--- src/rtl/mmio_pkg.sv ---
// rtl/mmio_pkg.sv - shared address map, CTRL bit layout and debounce default for the MMIO stage
package mmio_pkg;

  localparam logic [31:0] ADDR_HEX   = 32'hF000_0000;
  localparam logic [31:0] ADDR_LEDR  = 32'hF000_0004;
  localparam logic [31:0] ADDR_KDATA = 32'hF000_0010;
  localparam logic [31:0] ADDR_SDATA = 32'hF000_0014;
  localparam logic [31:0] ADDR_KCTRL = 32'hF000_0110;
  localparam logic [31:0] ADDR_SCTRL = 32'hF000_0114;

  localparam int CTRL_READY = 0;
  localparam int CTRL_OVR   = 2;
  localparam int CTRL_IE    = 8;

  localparam int DEFAULT_DEBOUNCE_CYCLES = 10000;

  // Pack status bits into the CTRL register layout; unused bits read 0.
  function automatic logic [31:0] ctrl_word(input logic ready, input logic ovr, input logic ie);
    logic [31:0] w;
    w = '0;
    w[CTRL_READY] = ready;
    w[CTRL_OVR]   = ovr;
    w[CTRL_IE]    = ie;
    return w;
  endfunction

endpackage

--- src/rtl/io_status_reg.sv ---
// rtl/io_status_reg.sv - ready/overrun/IE status with set/clear arbitration (IE writable only with IO_INTR_EN)
module io_status_reg (
  input  logic clk,
  input  logic reset,
  input  logic evt,
  input  logic rd_clr,
  input  logic ctrl_wr,
  input  logic wr_ovr,
  input  logic wr_ie,
  output logic ready,
  output logic ovr,
  output logic ie
);

  // Events beat read-clears; overrun set beats a software write-0 clear.
  always_ff @(posedge clk or negedge reset) begin
    if (!reset) begin
      ready <= 1'b0;
      ovr   <= 1'b0;
    end else begin
      if (evt)
        ready <= 1'b1;
      else if (rd_clr)
        ready <= 1'b0;
      if (evt && ready && !rd_clr)
        ovr <= 1'b1;
      else if (ctrl_wr && !wr_ovr)
        ovr <= 1'b0;
    end
  end

`ifdef IO_INTR_EN
  // Interrupt enable is a plain R/W bit.
  always_ff @(posedge clk or negedge reset) begin
    if (!reset)
      ie <= 1'b0;
    else if (ctrl_wr)
      ie <= wr_ie;
  end
`else
  logic unused_wr_ie;
  assign unused_wr_ie = wr_ie;
  assign ie = 1'b0;
`endif

endmodule

--- src/rtl/sw_debouncer.sv ---
// rtl/sw_debouncer.sv - switch synchronizer, stability window counter and debounced data register
module sw_debouncer #(
  parameter int WIDTH  = 10,
  parameter int CYCLES = 10000
) (
  input  logic             clk,
  input  logic             reset,
  input  logic [WIDTH-1:0] sw_in,
  output logic [WIDTH-1:0] sdata,
  output logic             evt
);

  localparam int CW = $clog2(CYCLES);
  localparam logic [CW-1:0] CNT_MAX = CW'(CYCLES - 1);

  logic [WIDTH-1:0] meta;
  logic [WIDTH-1:0] cand;
  logic [CW-1:0]    cnt;

  // A new value is published only once the window has elapsed and it differs from sdata.
  assign evt = (meta == cand) && (cnt == CNT_MAX) && (cand != sdata);

  // Candidate restarts the window on any change; counter saturates at its maximum.
  always_ff @(posedge clk or negedge reset) begin
    if (!reset) begin
      meta  <= '0;
      cand  <= '0;
      cnt   <= '0;
      sdata <= '0;
    end else begin
      meta <= sw_in;
      if (meta != cand) begin
        cand <= meta;
        cnt  <= '0;
      end else if (cnt != CNT_MAX) begin
        cnt <= cnt + 1'b1;
      end
      if (evt)
        sdata <= cand;
    end
  end

endmodule

--- src/rtl/mmio_controller.sv ---
// rtl/mmio_controller.sv - MMIO decode, HEX/LEDR registers, KEY/SW status; IO_INTR_EN enables irq
module mmio_controller
  import mmio_pkg::*;
#(
  parameter int DBITS           = 32,
  parameter int DEBOUNCE_CYCLES = DEFAULT_DEBOUNCE_CYCLES
) (
  input  logic             clk,
  input  logic             reset,
  input  logic [DBITS-1:0] addr,
  input  logic             wr_en,
  input  logic             rd_en,
  input  logic [DBITS-1:0] wr_data,
  output logic [DBITS-1:0] rd_data,
  output logic             io_hit,
  input  logic [3:0]       key_in,
  input  logic [9:0]       sw_in,
  output logic [15:0]      hex_out,
  output logic [9:0]       ledr_out,
  output logic             irq
);

  logic [3:0] key_meta;
  logic [3:0] kdata;
  logic       k_evt;
  logic [9:0] sdata;
  logic       s_evt;
  logic       k_ready, k_ovr, k_ie;
  logic       s_ready, s_ovr, s_ie;

  logic unused_wr_hi;
  assign unused_wr_hi = ^wr_data[DBITS-1:16];

  // KEY pins are active-low; the second sync stage is the KDATA register itself.
  always_ff @(posedge clk or negedge reset) begin
    if (!reset) begin
      key_meta <= '0;
      kdata    <= '0;
    end else begin
      key_meta <= ~key_in;
      kdata    <= key_meta;
    end
  end

  assign k_evt = (key_meta != kdata);

  // Output registers take store data on a matching write.
  always_ff @(posedge clk or negedge reset) begin
    if (!reset) begin
      hex_out  <= '0;
      ledr_out <= '0;
    end else begin
      if (wr_en && addr == ADDR_HEX)
        hex_out <= wr_data[15:0];
      if (wr_en && addr == ADDR_LEDR)
        ledr_out <= wr_data[9:0];
    end
  end

  sw_debouncer #(.WIDTH(10), .CYCLES(DEBOUNCE_CYCLES)) u_sw (
    .clk   (clk),
    .reset (reset),
    .sw_in (sw_in),
    .sdata (sdata),
    .evt   (s_evt)
  );

  io_status_reg u_kstat (
    .clk     (clk),
    .reset   (reset),
    .evt     (k_evt),
    .rd_clr  (rd_en && addr == ADDR_KDATA),
    .ctrl_wr (wr_en && addr == ADDR_KCTRL),
    .wr_ovr  (wr_data[CTRL_OVR]),
    .wr_ie   (wr_data[CTRL_IE]),
    .ready   (k_ready),
    .ovr     (k_ovr),
    .ie      (k_ie)
  );

  io_status_reg u_sstat (
    .clk     (clk),
    .reset   (reset),
    .evt     (s_evt),
    .rd_clr  (rd_en && addr == ADDR_SDATA),
    .ctrl_wr (wr_en && addr == ADDR_SCTRL),
    .wr_ovr  (wr_data[CTRL_OVR]),
    .wr_ie   (wr_data[CTRL_IE]),
    .ready   (s_ready),
    .ovr     (s_ovr),
    .ie      (s_ie)
  );

  // Zero-latency read mux; unmapped addresses read 0 and do not hit.
  always_comb begin
    rd_data = '0;
    io_hit  = 1'b1;
    case (addr)
      ADDR_HEX:   rd_data = DBITS'(hex_out);
      ADDR_LEDR:  rd_data = DBITS'(ledr_out);
      ADDR_KDATA: rd_data = DBITS'(kdata);
      ADDR_SDATA: rd_data = DBITS'(sdata);
      ADDR_KCTRL: rd_data = DBITS'(ctrl_word(k_ready, k_ovr, k_ie));
      ADDR_SCTRL: rd_data = DBITS'(ctrl_word(s_ready, s_ovr, s_ie));
      default:    io_hit  = 1'b0;
    endcase
  end

`ifdef IO_INTR_EN
  // Interrupt is registered, so it follows ready by one cycle.
  always_ff @(posedge clk or negedge reset) begin
    if (!reset)
      irq <= 1'b0;
    else
      irq <= (k_ready & k_ie) | (s_ready & s_ie);
  end
`else
  assign irq = 1'b0;
`endif

endmodule
--- config.mk ---
export PLATFORM = sky130hd
export DESIGN_NAME = mmio_controller
export DESIGN_NICKNAME = d
export VERILOG_FILES = /design/src/rtl/mmio_pkg.sv /design/src/rtl/io_status_reg.sv /design/src/rtl/sw_debouncer.sv /design/src/rtl/mmio_controller.sv
export SDC_FILE = /design/constraint.sdc
export NUM_CORES = 1
export LEC_CHECK = 0
export CAP_MARGIN = 25
export CELL_PAD_IN_SITES_DETAIL_PLACEMENT = 1
export CELL_PAD_IN_SITES_GLOBAL_PLACEMENT = 1
export CORE_AREA = 2 2 105 132
export DETAILED_ROUTE_END_ITERATION = 10
export DIE_AREA = 0 0 107 134
export PLACE_DENSITY_LB_ADDON = 0.08
export SYNTH_ARGS = -nofsm -noshare
export SYNTH_HDL_FRONTEND = slang
export SYNTH_HIERARCHICAL = 1
export SYNTH_SLANG_ARGS = --single-unit
--- constraint.sdc ---
create_clock -name clk -period 1.72 [get_ports clk]
set_input_delay 0.172 -clock clk [delete_from_list [all_inputs] [get_ports clk]]
set_output_delay 0.172 -clock clk [all_outputs]
set_load 0.02 [all_outputs]
==> results.json <==
{
  "run_status": "complete, but fails checks",
  "violations_in_the_final_reports": "setup timing",
  "final-setup-viol-count": 22,
  "rr_startpoint": "u_sw/meta[9]",
  "edff_count_synth": 0,
  "layout_min_cycle_time_ns": 1.921,
  "post-synth-top-area-fraction_pct": 51.83,
  "clkSinkCount": 82,
  "grt_first_pass_wirelength_mm": 18.20,
  "worstPathCellList": "xor2_2 -> nor4_4 -> nand4_4 -> nor3_4 -> buf_6 -> mux2_4",
  "rr_worst_depth": 6,
  "path_max_fanout": 7,
  "rr_endpoint": "u_sw/sdata[9]",
  "synth_cell_type_count": 40,
  "final_nets": 615,
  "cap_viol_max_count": 0,
  "setup_slack_of_the_critical_path_after_layout_ns": -0.2012,
  "pwr_density_cell_nw_per_um2": 654.8,
  "critical_path.endpoint_type": "flip-flop",
  "syn2layout_area_growth_pct": 68.17,
  "place.gp.congestion": 0.7505,
  "hold_class": "primary input to flip-flop",
  "post_detailed_route_drc_marker_count": 0,
  "final_routed_wirelength_across_all_metal_layers_mm": 11.44,
  "chip_height_um": 134,
  "synth_area_leader_cell": "sky130_fd_sc_hd__dfrtp_1",
  "hold_ws_ns": 0.2735,
  "number_of_placed_instances_with_taps_included": 658,
  "timing.final.hold_violations": 0,
  "critical_path_arrival_ns": 2.14,
  "hp-start": "sw_in[9]",
  "final_common_cell": "sky130_fd_sc_hd__buf_4",
  "first_global_vias": 3498,
  "biggest_cell_delay_along_the_critical_path_ns": 0.41,
  "stdcell_count": 708,
  "dr_vias_cell": 4.472,
  "min_path_cells": 1,
  "grt_max_degree": 31,
  "top_library_cells_by_usage_in_the_layout_fill_and_taps_aside": "sky130_fd_sc_hd__buf_4, sky130_fd_sc_hd__dfrtp_1, sky130_fd_sc_hd__clkdlybuf4s50_1, sky130_fd_sc_hd__buf_6, sky130_fd_sc_hd__nor2_1",
  "yosysWarnings": 6,
  "clock-skew-final_ns": 0.005367,
  "ant_nets": 0,
  "drt_pre_antenna_iters": 4,
  "max_freq_mhz": 520.5,
  "clk_root_buffer_cell": "sky130_fd_sc_hd__clkbuf_16",
  "leading_register_cell_type_out_of_synthesis": "sky130_fd_sc_hd__dfrtp_1",
  "worst_hold_path.endpoint": "u_sw/meta[9]",
  "wire_per_inst_um": 16.16,
  "i_o_pins": 142,
  "finalMaxSlewViolations": 0,
  "cpMaxStageDelayCell": "sky130_fd_sc_hd__dfrtp_1",
  "final.setup.tns_ns": -2.377,
  "grt.overflow.total": 0,
  "cts_max_level": 3,
  "synthCells": 335,
  "cp.required_ns": 1.93,
  "syn-mean-instance-area_um2": 11.82,
  "tritoncts_clock_tree": "built",
  "placementRows": 47,
  "coreArea_um2": 13110,
  "reg2reg_slack_ns": -0.20,
  "groute.usage.overall_pct": 16.48,
  "routed-via-count": 3166,
  "period_share_pct": 111.7,
  "clkTransAtPathRegs_ns": 0.06,
  "share_of_cells_above_drive_strength_1_pct": 45.81,
  "synth_top_cells_by_area": "sky130_fd_sc_hd__dfrtp_1, sky130_fd_sc_hd__mux2_2, sky130_fd_sc_hd__xnor2_1",
  "worstSetupPathType": "flip-flop to flip-flop",
  "power.static_leakage_nw": 3.003,
  "detailedPlacementHpwl_mm": 8.232,
  "critical_path.startpoint_type": "flip-flop",
  "worst_ir_drop_vdd_mv": 0.4161,
  "total_power_mw": 4.359,
  "buffer_ports.inserted": 108,
  "grt_setup_unrepaired": "true",
  "clock_latency_ns": 0.33,
  "cts-buffers-inserted": 9,
  "synthesis.area_um2": 3959,
  "yosysSeqAreaShare_pct": 51.83,
  "die-area_um2": 14340,
  "drt_iter0_markers": 94,
  "floorplan.die.width_um": 107,
  "async_reset_ff_share_pct": 100.0,
  "initial_core_util_pct": 30.19,
  "insertedDiodeCount": 0,
  "postSynthRegisterBits": 82,
  "post-route-util_pct": 50.77,
  "grt_antenna_before_repair": 0,
  "clk_path_buf_depth": 2
}
[cells by family (layout without fill, tap and decap cells)]
| kind of cell | count (synthesis) | in the layout | synth area share, % |
|---|---|---|---|
| other cells | 3 | 19 | 0.2844 |
| xor+xnor | 35 | 35 | 7.743 |
| fa+ha+maj | 1 | 1 | 0.3160 |
| compound gates | 17 | 17 | 2.876 |
| flops | 82 | 82 | 51.83 |
| buf+inv | 53 | 238 | 7.301 |
| mux | 50 | 50 | 15.99 |
| simple gates | 94 | 95 | 13.65 |
[per-stage QoR]
stage | cell area, um2 | setup WS, ns
floorplan | 4175 | -0.1027
global placement | 5787 | -0.8611
detailed placement | 5787 | -0.8649
CTS | 6466 | -0.2190
global route | 6658 | -0.2781
finish | 6658 | -0.2012
[sequential cells by signal, indices dropped and copies added, names as in the netlist]
register	cells
u_sstat/ready	1
hex_out	16
key_meta	4
ledr_out	10
kdata	4
u_kstat/ovr	1
u_sw/cand	10
u_sstat/ovr	1
u_sw/cnt	14
u_sw/meta	10
u_sw/sdata	10
u_kstat/ready	1
[how the worst max path moves through the flow]
| stage | start | end | slack (ns) | cells after the start |
|---|---|---|---|---|
| detailed placement | addr[0] | rd_data[7] | -0.86 | 6 |
| global route | u_sw/meta[9] | u_sw/sdata[9] | -0.28 | 6 |
| CTS | u_sw/cand[3] | u_sw/sdata[7] | -0.22 | 6 |
| global placement | addr[20] | rd_data[15] | -0.86 | 7 |
| finish | u_sw/meta[9] | u_sw/sdata[9] | -0.20 | 6 |
| floorplan | u_sw/cand[9] | u_sw/sdata[0] | -0.10 | 6 |
[metal layers]
layer / GRT usage, % / wire, um / up-vias
li1: - / - / 1509
met1: 19.19 / 4523 / 1541
met2: 29.44 / 6067 / 99
met3: 3.936 / 648 / 17
met4: 5.700 / 202 / 0
met5: 0 / 0 / -
[power by group]
part / leakage (nW) / internal [mW] / switching (mW) / total [mW]
clock network: 0.136 / 1.12 / 0.757 / 1.88
registers: 1.07 / 1.96 / 0.0256 / 1.99
logic: 1.80 / 0.268 / 0.226 / 0.494
total: 3.00 / 3.35 / 1.01 / 4.36
[layout make-up]
cell class | instances | area (um2)
inverters | 11 | 41.29
clock buffers | 11 | 232.7
repair buffers | 211 | 1982
well taps | 171 | 214.0
fillers | 1375 | 6456
clock inverters | 5 | 55.05
flip-flops and latches | 82 | 2053
multi-input cells | 217 | 2079
[cell usage after synthesis, types with 4 or more instances]
library cell               count
sky130_fd_sc_hd__nor2_1       27
sky130_fd_sc_hd__inv_1        11
sky130_fd_sc_hd__a21oi_1       4
sky130_fd_sc_hd__nand3_1       7
sky130_fd_sc_hd__and3_1        4
sky130_fd_sc_hd__dfrtp_1      82
sky130_fd_sc_hd__and2_1        6
sky130_fd_sc_hd__clkbuf_1     18
sky130_fd_sc_hd__buf_4        19
sky130_fd_sc_hd__nor4_1        7
sky130_fd_sc_hd__mux2_2       29
sky130_fd_sc_hd__nand2_1       5
sky130_fd_sc_hd__mux2i_1       7
sky130_fd_sc_hd__nor3_1       12
sky130_fd_sc_hd__mux2_4        9
sky130_fd_sc_hd__a31oi_1       5
sky130_fd_sc_hd__xnor2_1      19
sky130_fd_sc_hd__mux4_2        4
sky130_fd_sc_hd__xor2_1       16
sky130_fd_sc_hd__nand4_1      11
[timing repair]
item	CTS	global route
pin swaps	28	16
setup buffers	29	5
endpoints found under the setup margin	57	60
hold buffers	1	0
endpoints found under the hold margin	28	0
resized for setup	235	34
cloned	2	0
[critical path: cells and delay by family (launching register included)]
kind          cells  cell delay (ns)
xor+xnor          1             0.20
buf+inv           1             0.18
flops             1             0.41
mux               1             0.31
simple gates      3             0.70
Note: power is estimated with default switching activity, not from simulation.
==> RTL change (config.mk and constraints unchanged) <==
Build with the macro `IO_INTR_EN` defined.
--- a/src/rtl/io_status_reg.sv
+++ b/src/rtl/io_status_reg.sv
@@ -1,2 +1,4 @@
 // rtl/io_status_reg.sv - ready/overrun/IE status with set/clear arbitration (IE writable only with IO_INTR_EN)
+`define IO_INTR_EN
+
 module io_status_reg (
Check against the original RTL: not equivalent (a bounded check fails within 4 cycles, from zero or initial values and one cycle with reset low).
==> RTL change against the original RTL <==
The run still ends with setup timing left. Worst setup slack better by 0.060 ns. Area after synthesis rose by 5.1%. Count of clock-buffer cells in the layout is 1 lower. Routed wire length is 1.3% higher. Design area down 0.94%. Die area did not move. Sequential cell count up 3. First-iteration DRC count decreased by 14%. Critical path depth is the same. Power up 3.5%. Critical endpoint is now u_sw/sdata[2].
==> RTL change: results (changes against the original RTL) <==
Clocking
  – CTS Buf Count: 9 (unchanged)
  – Clk buf depth: 2 (unchanged)
  – Post-CTS Resized: 189 (-20%)
  – Setup bufs post-CTS: 7 (-76%)
  – H-tree levels: 3 (unchanged)
  – Clock transition at path regs: 0.06 ns (about the same)
  – CTS root buf: clkbuf_16
  – Worst-Skew Late Latency: 0.34 ns

Min path
  – Worst Hold Class: primary input to flop

Timing
  – Final setup violating endpoints: 13 (-41%)
  – Setup Total Neg Slack: -1.43 ns (+0.946 ns)
  – PnR worst setup slack: -0.141 ns (+0.0603 ns)
  – Final Skew: 0.00855 ns (+0.00318 ns)
  – Worst hold margin: 0.266 ns (-0.00767 ns)

Outcome
  – Failing checks: setup timing
  – Status: finished with violations

Finish
  – ANT cells: 0 (unchanged)
  – Nets: 605 (-1.6%)
  – Largest registers: hex_out: 16 flops, u_sw/cnt: 14 flops
  – Share of layout cells above drive strength 1: 0.461 (+0.00300)
  – Fill cells: 1409 (+2.5%)

Placement
  – Pre-CTS setup slack: -0.882 ns (-0.0173 ns)
  – Post-placement cell count: 668 (+1.5%)
  – DP Area: 0.00597 mm2 (+3.2%)
  – Dpl hpwl: 8570 um (+4.1%)
  – Port Buffer Count: 109 (+0.93%)
  – RePlAce Congestion: 0.767 (+2.1%)

Logic synthesis
  – Synth Area in Compound Gates: 0.0475 (+0.0187)
  – Commonest cells post-synth: 85 x dfrtp_1, 27 x nor2_1, 21 x mux2_4, 20 x mux2_2, 19 x xnor2_1
  – Synth Area in XOR/XNOR: 0.0737 (-0.00377)
  – Area share of fa/ha/maj cells after synthesis: 0.00301 (-0.000154)
  – Area contributors post-synth: dfrtp_1 51%, mux2_4 7.6%, mux2_2 5.4%, xnor2_1 4.0%, xor2_1 3.4%
  – Post-synthesis mux area share: 0.151 (-0.00929)
  – Yosys synthesis warning count: 6 (unchanged)
  – Sequential fraction of the synthesis area: 0.511 (-0.00721)
  – Post-Syn Instances: 340 (+1.5%)
  – Number of library cell types mapped by synthesis: 44 (+10%)
  – Async set-or-reset flop fraction in the synthesized netlist: 1.00 (unchanged)

Global route
  – Pin count of the biggest net entering global routing: 33 (+6.5%)
  – Vias in the first global route: 3538 (+1.1%)
  – All-Layer GR Usage: 0.169 (+0.00427)
  – First-pass GRT wire length: 18600 um (+1.9%)
  – Initial antenna violation count: 0 (unchanged)

Routing
  – Router iterations before antenna repair: 4 (unchanged)
  – DR iter-0 viols: 81 (-14%)
  – Via density: 4.67 (+4.4%)
  – Via total after detailed routing: 3260 (+3.0%)
  – Total wire length: 11600 um (+1.3%)

Critical path
  – Crit path DAT: 2.09 ns (-0.05 ns)
  – Critical path peak fanout: 5 (-2)

Pwr
  – Worst vdd ir: 0.000484 V (+16%)
  – Leak: 2.97 nW (-1.1%)
## RTL change: cell count changes after synthesis, moves of 3 or more
cell,change
mux2_4,+12
mux2_2,-9
a22o_1,+8
a22oi_1,+7
a31oi_1,-5
mux2i_1,-4
nor3_1,-4
buf_4,-3
dfrtp_1,+3
nand2_1,+3
## RTL change: final timing paths
kind | from | to | cells past startpoint
worst max-delay path | u_sw/cand[8] | u_sw/sdata[2] | 6
worst min-delay path | sw_in[1] | u_sw/meta[1] | 1
worst max register to register | u_sw/cand[8] | u_sw/sdata[2] | 6
worst min register to register | u_sw/meta[6] | u_sw/cand[6] | 0
max in group asynchronous | reset | kdata[2] | 3
min in group asynchronous | reset | hex_out[0] | 2
## RTL change: critical path, cell delays in order (launching register included)
cell and delay, ns:
dfrtp_1 0.40, xor2_1 0.18, nor4_2 0.35, nand4_2 0.14, nor3_2 0.18, buf_4 0.19, mux2_4 0.30
## RTL change: logic make-up (layout without fill, tap and decap cells)
logic type | after synthesis | count (layout)
muxes | 47 | 47
xor gates and xnor gates | 35 | 35
buffers and inverters | 47 | 218
DFF | 85 | 85
other | 1 | 16
adders and majority gates | 1 | 1
and+or+nand+nor | 98 | 99
AOI/OAI and AO/OA | 26 | 26
## RTL change: cell type report
type                       count  area (um2)  share of cell area
clock buffer                  10         239              0.0362
tap                          171         214              0.0324
timing repair buffer         193        1730               0.263
clock inverter                 6        68.8              0.0104
inverter                       9        33.8             0.00512
multi-input combinational    224        2180               0.330
sequential                    85        2130               0.323
## RTL change: where the power goes
part | internal [mW] | switching (mW)
Sequential | 2.03 | 0.0261
Clock | 1.18 | 0.843
Combinational | 0.226 | 0.206
## RTL change: metal layers
metal	track usage	wire length (um)
met5	0	0
met4	0.0714	246
met3	0.0282	565
met2	0.304	6140
met1	0.197	4640
